### src/rtl/cpu_pkg.sv
// Shared CPU type definitions: datapath typedefs, condition codes,
// sequencer state encoding and the interrupt vector helper.
package cpu_pkg;

   typedef logic [7:0]  opcode_t;
   typedef logic [7:0]  reg8_t;
   typedef logic [15:0] reg16_t;

   typedef enum logic [3:0] {
      ALU_ADD, ALU_ADC, ALU_SUB, ALU_SBC,
      ALU_AND, ALU_XOR, ALU_OR,  ALU_CP,
      ALU_INC, ALU_DEC, ALU_NOP
   } alu_op_t;

   typedef enum logic [1:0] {
      IDU_NONE, IDU_INC, IDU_DEC
   } idu_mode_t;

   typedef struct packed {
      logic       en;
      logic [1:0] sel;
   } s_rr_wb_t;

   typedef struct packed {
      reg8_t a;
      reg8_t f;
   } s_acc_t;

   typedef struct packed {
      reg8_t hi;
      reg8_t lo;
   } s_arg_t;

   // Branch condition selected by opcode[4:3]
   typedef enum logic [1:0] {
      CC_NZ, CC_Z, CC_NC, CC_C
   } cc_t;

   // Sequencer mode; cb_mode/int_mode/halted are decoded from this
   typedef enum logic [1:0] {
      ST_EXEC, ST_EXEC_CB, ST_INT, ST_HALT
   } seq_state_t;

   localparam opcode_t OPC_CB = 8'hCB;

   // Dispatch address of source idx, wrapping to 8 bits
   function automatic reg8_t irq_vector(input reg8_t base, input int unsigned idx,
                                        input int unsigned stride);
      int unsigned full;
      full = {24'd0, base} + idx * stride;
      return full[7:0];
   endfunction

endpackage

### src/rtl/control_sequencer_if.sv
// Decoder/flag/interrupt bundle between the sequencer and the rest of the CPU.
interface control_sequencer_if #(
   parameter int STEP_W  = 3,
   parameter int NUM_IRQ = 5
);
   logic [7:0]         db_in;
   logic               dec_done;
   logic               dec_is_cond;
   logic [STEP_W-1:0]  dec_next_cond;
   logic               dec_halt;
   logic               dec_ei;
   logic               dec_di;
   logic               dec_reti;
   logic               flag_z;
   logic               flag_c;
   logic [NUM_IRQ-1:0] irq_pending;

   logic [7:0]         opcode;
   logic [STEP_W-1:0]  step;
   logic               cb_mode;
   logic               int_mode;
   logic [7:0]         int_vec;
   logic [NUM_IRQ-1:0] int_ack;
   logic               ime;
   logic               halted;
   logic               seq_err;

   // CPU side: drives decoder/flag/irq information, observes sequencer state
   modport master (
      output db_in, dec_done, dec_is_cond, dec_next_cond, dec_halt,
             dec_ei, dec_di, dec_reti, flag_z, flag_c, irq_pending,
      input  opcode, step, cb_mode, int_mode, int_vec, int_ack,
             ime, halted, seq_err
   );

   // Sequencer side
   modport slave (
      input  db_in, dec_done, dec_is_cond, dec_next_cond, dec_halt,
             dec_ei, dec_di, dec_reti, flag_z, flag_c, irq_pending,
      output opcode, step, cb_mode, int_mode, int_vec, int_ack,
             ime, halted, seq_err
   );
endinterface

### src/rtl/irq_prio_enc.sv
// Fixed-priority encoder: lowest set request index wins.
module irq_prio_enc #(
   parameter int NUM_IRQ = 5,
   parameter int IDX_W   = (NUM_IRQ > 1) ? $clog2(NUM_IRQ) : 1
) (
   input  logic [NUM_IRQ-1:0] req,
   output logic               valid,
   output logic [IDX_W-1:0]   idx,
   output logic [NUM_IRQ-1:0] onehot
);

   // A request is granted only when no lower-indexed request is active
   genvar gi;
   generate
      for (gi = 0; gi < NUM_IRQ; gi++) begin : g_grant
         localparam logic [NUM_IRQ-1:0] BELOW = NUM_IRQ'((64'd1 << gi) - 64'd1);
         assign onehot[gi] = req[gi] & ~|(req & BELOW);
      end
   endgenerate

   assign valid = |req;

   // Binary index of the single granted bit
   always_comb begin
      idx = '0;
      for (int i = 0; i < NUM_IRQ; i++) begin
         if (onehot[i]) idx = IDX_W'(i);
      end
   end

endmodule

### src/rtl/control_sequencer.sv
// Sequential control core: IR, step counter, CB prefix, HALT, IME and
// interrupt dispatch, driven by the microcode decoder's done/cond outputs.
module control_sequencer
   import cpu_pkg::*;
#(
   parameter int          STEP_W     = 3,
   parameter int          NUM_IRQ    = 5,
   parameter logic [7:0]  VEC_BASE   = 8'h40,
   parameter int          VEC_STRIDE = 8
) (
   input logic          clk,
   input logic          rst,
   control_sequencer_if.slave bus
);

   localparam int IDX_W = (NUM_IRQ > 1) ? $clog2(NUM_IRQ) : 1;

   seq_state_t         state_reg,    state_next;
   opcode_t            opcode_reg,   opcode_next;
   logic [STEP_W-1:0]  step_reg,     step_next;
   logic [7:0]         int_vec_reg,  int_vec_next;
   logic [NUM_IRQ-1:0] int_ack_reg,  int_ack_next;
   logic               ime_reg,      ime_next;
   logic               ei_delay_reg, ei_delay_next;
   logic               seq_err_reg,  seq_err_next;

   logic               irq_valid;
   logic [IDX_W-1:0]   irq_idx;
   logic [NUM_IRQ-1:0] irq_onehot;

   cc_t                cc;
   logic               cond_true;
   logic               cond_eval;
   logic               ime_eff;
   logic               cb_prefix;
   logic               take_irq;

   irq_prio_enc #(
      .NUM_IRQ (NUM_IRQ),
      .IDX_W   (IDX_W)
   ) u_prio (
      .req     (bus.irq_pending),
      .valid   (irq_valid),
      .idx     (irq_idx),
      .onehot  (irq_onehot)
   );

   assign cc        = cc_t'(opcode_reg[4:3]);
   assign cond_eval = bus.dec_is_cond && (state_reg == ST_EXEC);
   // A bare CB in normal execution is a prefix and must not be split from its operand
   assign cb_prefix = (state_reg == ST_EXEC) && (opcode_reg == OPC_CB);

   // Branch condition from the flags
   always_comb begin
      cond_true = 1'b1;
      unique case (cc)
         CC_NZ: cond_true = ~bus.flag_z;
         CC_Z:  cond_true =  bus.flag_z;
         CC_NC: cond_true = ~bus.flag_c;
         CC_C:  cond_true =  bus.flag_c;
         default: cond_true = 1'b1;
      endcase
   end

   // Next-state: halt wake-up, instruction completion, branch skip, stepping
   always_comb begin
      state_next    = state_reg;
      opcode_next   = opcode_reg;
      step_next     = step_reg;
      int_vec_next  = int_vec_reg;
      int_ack_next  = '0;
      ime_next      = ime_reg;
      ei_delay_next = ei_delay_reg;
      seq_err_next  = seq_err_reg;
      ime_eff       = ime_reg;
      take_irq      = 1'b0;

      if (state_reg == ST_HALT) begin
         // Any pending source wakes the core; only IME decides whether to dispatch
         if (irq_valid) begin
            if (ime_reg) begin
               take_irq = 1'b1;
            end else begin
               state_next = ST_EXEC;
               step_next  = '0;
            end
         end
      end else if (bus.dec_done) begin
         step_next   = '0;
         opcode_next = bus.db_in;
         // DI clears before the check, RETI enables in time for it, EI waits one instruction
         ime_eff = (ime_reg & ~bus.dec_di) | bus.dec_reti;
         if (bus.dec_di) begin
            ime_next      = 1'b0;
            ei_delay_next = 1'b0;
         end else begin
            if (bus.dec_reti || ei_delay_reg) ime_next = 1'b1;
            ei_delay_next = bus.dec_ei;
         end

         if (ime_eff && irq_valid && !cb_prefix) begin
            take_irq = 1'b1;
         end else if (bus.dec_halt) begin
            state_next = ST_HALT;
         end else if (cb_prefix) begin
            state_next = ST_EXEC_CB;
         end else begin
            state_next = ST_EXEC;
         end
      end else if (cond_eval && !cond_true) begin
         step_next = bus.dec_next_cond;
      end else if (&step_reg) begin
         seq_err_next = 1'b1;
      end else begin
         step_next = step_reg + STEP_W'(1);
      end

      if (take_irq) begin
         state_next    = ST_INT;
         ime_next      = 1'b0;
         ei_delay_next = 1'b0;
         int_vec_next  = irq_vector(VEC_BASE, int'(irq_idx), VEC_STRIDE);
         int_ack_next  = irq_onehot;
      end
   end

   // State registers with synchronous reset
   always_ff @(posedge clk) begin
      if (rst) begin
         state_reg    <= ST_EXEC;
         opcode_reg   <= 8'h00;
         step_reg     <= '0;
         int_vec_reg  <= 8'h00;
         int_ack_reg  <= '0;
         ime_reg      <= 1'b0;
         ei_delay_reg <= 1'b0;
         seq_err_reg  <= 1'b0;
      end else begin
         state_reg    <= state_next;
         opcode_reg   <= opcode_next;
         step_reg     <= step_next;
         int_vec_reg  <= int_vec_next;
         int_ack_reg  <= int_ack_next;
         ime_reg      <= ime_next;
         ei_delay_reg <= ei_delay_next;
         seq_err_reg  <= seq_err_next;
      end
   end

   assign bus.opcode   = opcode_reg;
   assign bus.step     = step_reg;
   assign bus.cb_mode  = (state_reg == ST_EXEC_CB);
   assign bus.int_mode = (state_reg == ST_INT);
   assign bus.halted   = (state_reg == ST_HALT);
   assign bus.int_vec  = int_vec_reg;
   assign bus.int_ack  = int_ack_reg;
   assign bus.ime      = ime_reg;
   assign bus.seq_err  = seq_err_reg;

endmodule

### src/flat_wrapper.sv
// flat-port wrapper written by rule: the top's interface ports become plain ports
module control_sequencer_flat import cpu_pkg::*;
#(
   parameter int          STEP_W     = 3,
   parameter int          NUM_IRQ    = 5,
   parameter logic [7:0]  VEC_BASE   = 8'h40,
   parameter int          VEC_STRIDE = 8
)
  (clk, rst, bus_db_in, bus_dec_done, bus_dec_is_cond, bus_dec_next_cond, bus_dec_halt, bus_dec_ei, bus_dec_di, bus_dec_reti, bus_flag_z, bus_flag_c, bus_irq_pending, bus_opcode, bus_step, bus_cb_mode, bus_int_mode, bus_int_vec, bus_int_ack, bus_ime, bus_halted, bus_seq_err);
  control_sequencer_if #(.STEP_W(STEP_W), .NUM_IRQ(NUM_IRQ)) bus_i ();
  input logic clk;
  input logic rst;
  input wire logic [$bits(bus_i.db_in)-1:0] bus_db_in;
  input wire logic [$bits(bus_i.dec_done)-1:0] bus_dec_done;
  input wire logic [$bits(bus_i.dec_is_cond)-1:0] bus_dec_is_cond;
  input wire logic [$bits(bus_i.dec_next_cond)-1:0] bus_dec_next_cond;
  input wire logic [$bits(bus_i.dec_halt)-1:0] bus_dec_halt;
  input wire logic [$bits(bus_i.dec_ei)-1:0] bus_dec_ei;
  input wire logic [$bits(bus_i.dec_di)-1:0] bus_dec_di;
  input wire logic [$bits(bus_i.dec_reti)-1:0] bus_dec_reti;
  input wire logic [$bits(bus_i.flag_z)-1:0] bus_flag_z;
  input wire logic [$bits(bus_i.flag_c)-1:0] bus_flag_c;
  input wire logic [$bits(bus_i.irq_pending)-1:0] bus_irq_pending;
  output wire logic [$bits(bus_i.opcode)-1:0] bus_opcode;
  output wire logic [$bits(bus_i.step)-1:0] bus_step;
  output wire logic [$bits(bus_i.cb_mode)-1:0] bus_cb_mode;
  output wire logic [$bits(bus_i.int_mode)-1:0] bus_int_mode;
  output wire logic [$bits(bus_i.int_vec)-1:0] bus_int_vec;
  output wire logic [$bits(bus_i.int_ack)-1:0] bus_int_ack;
  output wire logic [$bits(bus_i.ime)-1:0] bus_ime;
  output wire logic [$bits(bus_i.halted)-1:0] bus_halted;
  output wire logic [$bits(bus_i.seq_err)-1:0] bus_seq_err;
  assign bus_i.db_in = bus_db_in;
  assign bus_i.dec_done = bus_dec_done;
  assign bus_i.dec_is_cond = bus_dec_is_cond;
  assign bus_i.dec_next_cond = bus_dec_next_cond;
  assign bus_i.dec_halt = bus_dec_halt;
  assign bus_i.dec_ei = bus_dec_ei;
  assign bus_i.dec_di = bus_dec_di;
  assign bus_i.dec_reti = bus_dec_reti;
  assign bus_i.flag_z = bus_flag_z;
  assign bus_i.flag_c = bus_flag_c;
  assign bus_i.irq_pending = bus_irq_pending;
  assign bus_opcode = bus_i.opcode;
  assign bus_step = bus_i.step;
  assign bus_cb_mode = bus_i.cb_mode;
  assign bus_int_mode = bus_i.int_mode;
  assign bus_int_vec = bus_i.int_vec;
  assign bus_int_ack = bus_i.int_ack;
  assign bus_ime = bus_i.ime;
  assign bus_halted = bus_i.halted;
  assign bus_seq_err = bus_i.seq_err;
  control_sequencer #(.STEP_W(STEP_W), .NUM_IRQ(NUM_IRQ), .VEC_BASE(VEC_BASE), .VEC_STRIDE(VEC_STRIDE)) u_core (.clk(clk), .rst(rst), .bus(bus_i));
endmodule
### config.mk
export PLATFORM = sky130hd
export DESIGN_NAME = control_sequencer_flat
export DESIGN_NICKNAME = d
export VERILOG_FILES = /design/src/rtl/cpu_pkg.sv /design/src/rtl/control_sequencer_if.sv /design/src/rtl/irq_prio_enc.sv /design/src/rtl/control_sequencer.sv /design/src/flat_wrapper.sv
export SDC_FILE = /design/constraint.sdc
export NUM_CORES = 1
export LEC_CHECK = 0
export ABC_AREA = 1
export CORE_MARGIN = 1.5
export CORE_UTILIZATION = 30
export CTS_CLUSTER_DIAMETER = 50
export DETAILED_ROUTE_END_ITERATION = 16
export PLACE_DENSITY = 0.66
export SLEW_MARGIN = 20
export SYNTH_ARGS = -nofsm -noshare
export SYNTH_HDL_FRONTEND = slang
export SYNTH_SLANG_ARGS = --single-unit
### constraint.sdc
create_clock -name clk -period 1.3 [get_ports clk]
set_clock_uncertainty 0.2 [all_clocks]
set_input_delay 0.26 -clock clk [delete_from_list [all_inputs] [get_ports clk]]
set_output_delay 0.26 -clock clk [all_outputs]
set_load 0.005 [all_outputs]
==> metrics.yaml, run 1 <==
outcome:
  outcome: "finished with violations"
  violations: "setup timing"
synthesis:
  syn_area_um2: 1330
  seq_area_frac_synth: 0.376
  synth_area_per_cell_um2: 7.51
  synth_cells: 177
  synth_cell_type_count: 28
  synth_area_leaders: "dfxtp_1 (38%), nand2_1 (9.9%), nor2_1 (5.9%)"
  synth_top_area_cell: "dfxtp_1"
  synth_warnings: 0
  ys_ff_latch: 25
  synth_top_area_share: 0.376
timing:
  setup_viol: 32
  clock.fmax_mhz: 658
  fin_crit_ps: 1520
  finalMaxSlewViolations: 0
  hold_viol: 0
  fin_crit_sh: 1.17
  rsz0062_at_grt: "true"
  hold_slack_ps: 248
  fin_ws_ps: -220
clock_network:
  clockRootBuffer: "clkbuf_8"
  clock-sinks: 25
  clock_path_buffers: 2
  clkLatencyLatePin_ps: 270
  path_clk_slew_ps: 90
  tritoncts: "done"
  cts_buffers: 3
  cts_max_level: 1
worst_setup_path:
  path_cells: "buf_6 -> ha_4 -> ha_4 -> inv_4 -> nor2_4 -> a21oi_4 -> nand3_1 -> a21oi_1"
  worstPathMaxFanout: 3
  worstReg2RegEnd: "u_core.bus.step[0]$_SDFFE_PP0P_"
  rr_startpoint: "u_core.bus.step[1]$_SDFFE_PP0P_"
  arrival_ps: 1530
  cp_slowest_stage_delay_ps: 350
  crit_required_ps: 1310
  slowest_stage: "dfxtp_4"
  worst-path-stages: 8
  critPathLaunchType: "flop"
  path_class: "flop to flop"
  endpoint_kind: "flop"
  reg2reg_depth: 8
  ff2ff_setup_slack_ps: -220
  cp_common_cell: "ha_4"
  critPathTopFamily: "flip-flops"
  cp_num_buf_inv: 2
global_route:
  grt-ovfl-total: 0
  grt_pass1_vias: 1509
  grt_pass1_wl_um: 6720
  grtUsageTotal: 0.170
  grt_max_degree: 15
  antenna_found_initial: 0
job:
  maxCapViolations: 0
floorplanning:
  ioPinCount: 55
  chipHeight_um: 69.6
  core_area_um2: 4320
  die_w_um: 69.6
  start_util: 0.308
  die_area_um2: 4840
  rows: 24
place:
  gp_congestion: 0.788
  dp_hpwl_um: 2600
  placed_cell_area_um2: 2110
  port_buffers: 50
power_and_ir_drop:
  clkPwrFrac: 0.248
  swShare: 0.289
  p_sw_w: 0.000557
  p_int_w: 0.00137
  cellLeakagePower_nw: 1.28
  vdd_drop_max_mv: 0.414
  seq_power_share: 0.430
  total_power_w: 0.00193
  powerDensity_nw_per_um2: 712
  pwr-share-comb: 0.322
route:
  top_layer: "met4"
  drtIter0Drc: 33
  drc: 0
  wl_met1_um: 1740
  vias: 1567
  wl_met2_um: 1950
  dr.pass1.iters: 4
  vias_per_cell: 4.56
  wire_per_inst_um: 11.5
  dr_wl_met3_um: 181
  antenna_left: 0
  routed_wl_um: 3950
worst_hold_path:
  hold_path_depth: 2
  hold_start: "u_core.bus.int_vec[3]$_SDFFE_PP0P_"
  hold_end: "u_core.bus.int_vec[3]$_SDFFE_PP0P_"
  min_path_type: "flop to flop"
finish:
  nets: 321
  largest_reg_flops: 8
  fillCellCount: 379
  diodes: 0
  multi_input_area_um2: 882
  finalInstanceArea_um2: 2710
  drive_gt1_frac: 0.558
  syn_to_final_growth_pct: 104
  register_area_um2: 536
metrics by stage:
step / instances / setup TNS, ps / utilization / setup slack [ps]
finish: 344 / -4550 / 0.627 / -220
floorplan: 180 / -34.6 / - / -7.20
CTS: 330 / -3040 / 0.586 / -213
detailed placement: 301 / -11530 / 0.489 / -555
global placement: 301 / -11070 / 0.489 / -579
global route: 344 / -7040 / 0.627 / -308
logic make-up (layout without fill, tap and decap cells):
family | after synthesis | count (layout) | share of synthesized area
AND/OR/NAND/NOR | 96 | 96 | 0.404
buffers and inverters | 30 | 142 | 0.102
flip-flops | 25 | 25 | 0.376
AO/OA/AOI/OAI | 23 | 23 | 0.0969
adder cells (fa/ha/maj) | 2 | 2 | 0.0188
other | 1 | 4 | 0.00282
cell usage after synthesis:
cell type  instances
nand3b_1           2
a21oi_4            1
a21oi_1            9
o21ai_1            1
o21ai_0           11
nand2_2            5
nor2_4             3
inv_1             19
nand4_1            3
nor3_2             2
buf_4              5
nand2_1           35
nand4_4            1
ha_1               2
conb_1             1
clkinv_2           1
dfxtp_1           25
nand3_2            5
nor2_2             1
clkbuf_1           1
inv_4              1
nand3_4            2
nor2_1            21
nor3_1             1
inv_2              3
nand3_1           14
o21bai_1           1
nor2_8             1
worst register-to-register path, delay by kind of cell (launching register included):
family	cells	cell delay, ps
adders and majority gates	2	300
and+or+nand+nor	2	130
AOI/OAI and AO/OA	2	310
buffers and inverters	2	170
DFF	1	350
final cells by class:
cell class,count,share of cell area
well taps,52,0.0240
flip-flops and latches,25,0.198
inverters,24,0.0416
repair buffers,114,0.394
clock buffers,3,0.0152
multi-input cells,125,0.325
clock inverters,1,0.00185
cell usage in the layout (no fill, tap or decap), types with 2 or more instances in the layout:
master,count
nand3_4,4
nand3b_1,2
clkdlybuf4s15_1,9
buf_4,40
nor3_4,3
dlygate4sd2_1,4
nand2_1,28
nand4_1,3
nand2_2,7
clkdlybuf4s50_1,21
o21ai_1,8
clkbuf_2,4
dfxtp_2,16
buf_2,3
ha_4,2
dfxtp_1,5
nor2_1,17
nor2_4,6
nand2_4,5
inv_1,11
o21ai_2,3
nor2_2,2
clkbuf_8,3
dfxtp_4,4
inv_2,7
buf_6,30
inv_6,2
nand3_2,6
a21oi_1,4
conb_1,4
a21oi_2,5
buf_12,3
inv_4,3
nand3_1,11
power by group through the flow:
stage               clock network [W]  registers [W]  logic [W]
floorplan                           0       0.000854   0.000182
global placement                    0       0.000851   0.000414
detailed placement                  0       0.000852   0.000418
CTS                          0.000482       0.000830   0.000547
global route                 0.000521       0.000835   0.000673
finish                       0.000478       0.000830   0.000621
metal layers:
layer / global-route usage / up-vias
li1: - / 795
met1: 0.217 / 724
met2: 0.283 / 41
met3: 0.0320 / 7
met4: 0.0632 / 0
met5: 0 / -
worst max-delay path by stage:
| stage | slack [ps] | start | to |
|---|---|---|---|
| floorplan | -7 | u_core.bus.step[0]$_SDFFE_PP0P_ | u_core.bus.step[0]$_SDFFE_PP0P_ |
| detailed placement | -550 | bus_dec_done | u_core.bus.step[0]$_SDFFE_PP0P_ |
| global placement | -580 | bus_dec_done | u_core.bus.step[0]$_SDFFE_PP0P_ |
| CTS | -210 | u_core.state_reg[1]$_SDFFE_PP0P_ | u_core.bus.step[1]$_SDFFE_PP0P_ |
| finish | -220 | u_core.bus.step[1]$_SDFFE_PP0P_ | u_core.bus.step[0]$_SDFFE_PP0P_ |
| global route | -310 | bus_flag_c | u_core.bus.step[0]$_SDFFE_PP0P_ |
what timing repair did:
action / 4_1_cts / 5_1_grt
gates resized for setup: 146 / 32
setup endpoints to repair: 50 / 44
hold buffers: 0 / 0
setup buffers: 25 / 16
pin swaps: 18 / 9
(Power assumes the default switching activity.)
==> run 2: changes to the inputs <==
CORE_UTILIZATION = 38   (was 30)
PLACE_DENSITY = 0.79   (was 0.66)
==> run 2 against run 1 <==
Against the previous run: the flow still finishes with violations (setup timing); critical endpoint is now u_core.bus.step[2]$_SDFFE_PP0P_; utilization increased by 12 points; hold slack got worse by 67 ps; power decreased by 8.0%; clock power decreased by 22%; highest routed layer unchanged; global-route usage increased by 5.4 points; count of clock-buffer cells in the layout unchanged; maximum frequency decreased by 2.0%; via count decreased by 2.9%; critical path type unchanged.
==> metrics.yaml, run 2 (same netlist as run 1, synthesis figures left out) <==
worst_setup_path:
  critPathLaunchType: "flop"
  crit_required_ps: 1370
  endpoint_kind: "flop"
  arrival_ps: 1620
  worstPathMaxFanout: 3
  reg2reg_depth: 8
  ff2ff_setup_slack_ps: -250
  path_class: "flop to flop"
route:
  drc: 0
  dr.pass1.iters: 4
  wire_per_inst_um: 13.0
  drtIter0Drc: 54
  vias: 1522
  routed_wl_um: 4160
  antenna_left: 0
  vias_per_cell: 4.76
power_and_ir_drop:
  clkPwrFrac: 0.209
  vdd_drop_max_mv: 0.550
  p_int_w: 0.00123
  swShare: 0.307
  seq_power_share: 0.468
  p_sw_w: 0.000546
  powerDensity_nw_per_um2: 717
  cellLeakagePower_nw: 1.17
  pwr-share-comb: 0.323
floorplanning:
  chipHeight_um: 62.2
  die_w_um: 62.2
  start_util: 0.399
  ioPinCount: 55
  die_area_um2: 3860
  core_area_um2: 3340
  rows: 21
clock_network:
  clock-sinks: 25
  tritoncts: "done"
  path_clk_slew_ps: 150
  cts_max_level: 1
  clkLatencyLatePin_ps: 350
  clock_path_buffers: 2
  clockRootBuffer: "clkbuf_4"
  cts_buffers: 3
timing:
  fin_crit_sh: 1.19
  setup_viol: 35
  finalMaxSlewViolations: 0
  hold_viol: 0
  rsz0062_at_grt: "true"
  fin_ws_ps: -252
  fin_crit_ps: 1550
  clock.fmax_mhz: 645
place:
  dpl.cell_count: 295
  dp_hpwl_um: 2560
  port_buffers: 50
  gp_congestion: 0.894
  placed_cell_area_um2: 2120
  dp_worst_setup_slack_ps: -568
global_route:
  grt-ovfl-total: 0
  grtUsageTotal: 0.224
  grt_pass1_wl_um: 6980
  grt_max_degree: 15
  antenna_found_initial: 0
  grt_pass1_vias: 1557
finish:
  register_area_um2: 541
  syn_to_final_growth_pct: 86.4
  finalInstanceArea_um2: 2480
  fillCellCount: 253
  largest_reg_flops: 8
  final_cell_mix: "buf_4 (31), nand2_1 (28), clkdlybuf4s50_1 (24)"
  final_common_cell: "buf_4"
  nets: 303
  drive_gt1_frac: 0.562
  multi_input_area_um2: 895
  diodes: 0
  stdcell_count: 320
outcome:
  violations: "setup timing"
  outcome: "finished with violations"
worst_hold_path:
  hold_path_depth: 3
  min_path_type: "input pin to flop"
job:
  maxCapViolations: 0
run 2: area by class of cell:
class / count / area share
clock buffers: 3 / 0.00909
clock inverters: 1 / 0.00202
inverters: 24 / 0.0464
multi-input cells: 125 / 0.361
flip-flops and latches: 25 / 0.218
well taps: 46 / 0.0232
repair buffers: 96 / 0.340
run 2: layer usage:
layer  part of all wire  track usage  up-vias
met5                  0            0        -
met2               0.51        0.408       52
met3              0.048       0.0344        7
met1               0.42        0.263      706
li1                   -            -      757
met4              0.020       0.0889        0
run 2: metrics by stage:
step | power [W] | TNS [ps] | util | hold WS [ps]
2_1_floorplan | 0.00104 | -34.6 | - | 119
3_3_place_gp | 0.00127 | -11020 | 0.635 | 236
3_5_place_dp | 0.00128 | -11450 | 0.635 | 237
4_1_cts | 0.00171 | -4630 | 0.717 | 203
5_1_grt | 0.00186 | -7580 | 0.743 | 181
6_report | 0.00178 | -5750 | 0.743 | 181
run 2: critical path: stages (launching register included):
cell and delay (ps):
dfxtp_4 370, buf_6 110, ha_4 150, ha_4 140, inv_2 60, nor2_4 40, a21oi_4 160, nand3_1 90
a21oi_1 150
run 2: what timing repair did:
item                                    in CTS  in global routing
endpoints found under the setup margin      50                 35
hold endpoints to repair                     0                  0
buffers inserted                            21                  3
pin swaps                                   16                 13
gates resized for setup                    162                 29
hold buffers                                 0                  0
run 2: power groups by stage:
stage               Clock, W  Combinational (W)  Sequential, W
floorplan                  0           0.000182       0.000854
global placement           0           0.000419       0.000851
detailed placement         0           0.000424       0.000852
CTS                 0.000355           0.000529       0.000829
global route        0.000405           0.000617       0.000837
finish              0.000371           0.000574       0.000831
run 2: final timing paths:
| kind | startpoint | endpoint |
|---|---|---|
| worst max-delay path | u_core.bus.step[0]$_SDFFE_PP0P_ | u_core.bus.step[2]$_SDFFE_PP0P_ |
| worst min-delay path | bus_irq_pending[0] | u_core.bus.int_ack[1]$_SDFF_PP0_ |
| worst max register to register | u_core.bus.step[0]$_SDFFE_PP0P_ | u_core.bus.step[2]$_SDFFE_PP0P_ |
| worst min register to register | u_core.bus.int_vec[3]$_SDFFE_PP0P_ | u_core.bus.int_vec[3]$_SDFFE_PP0P_ |
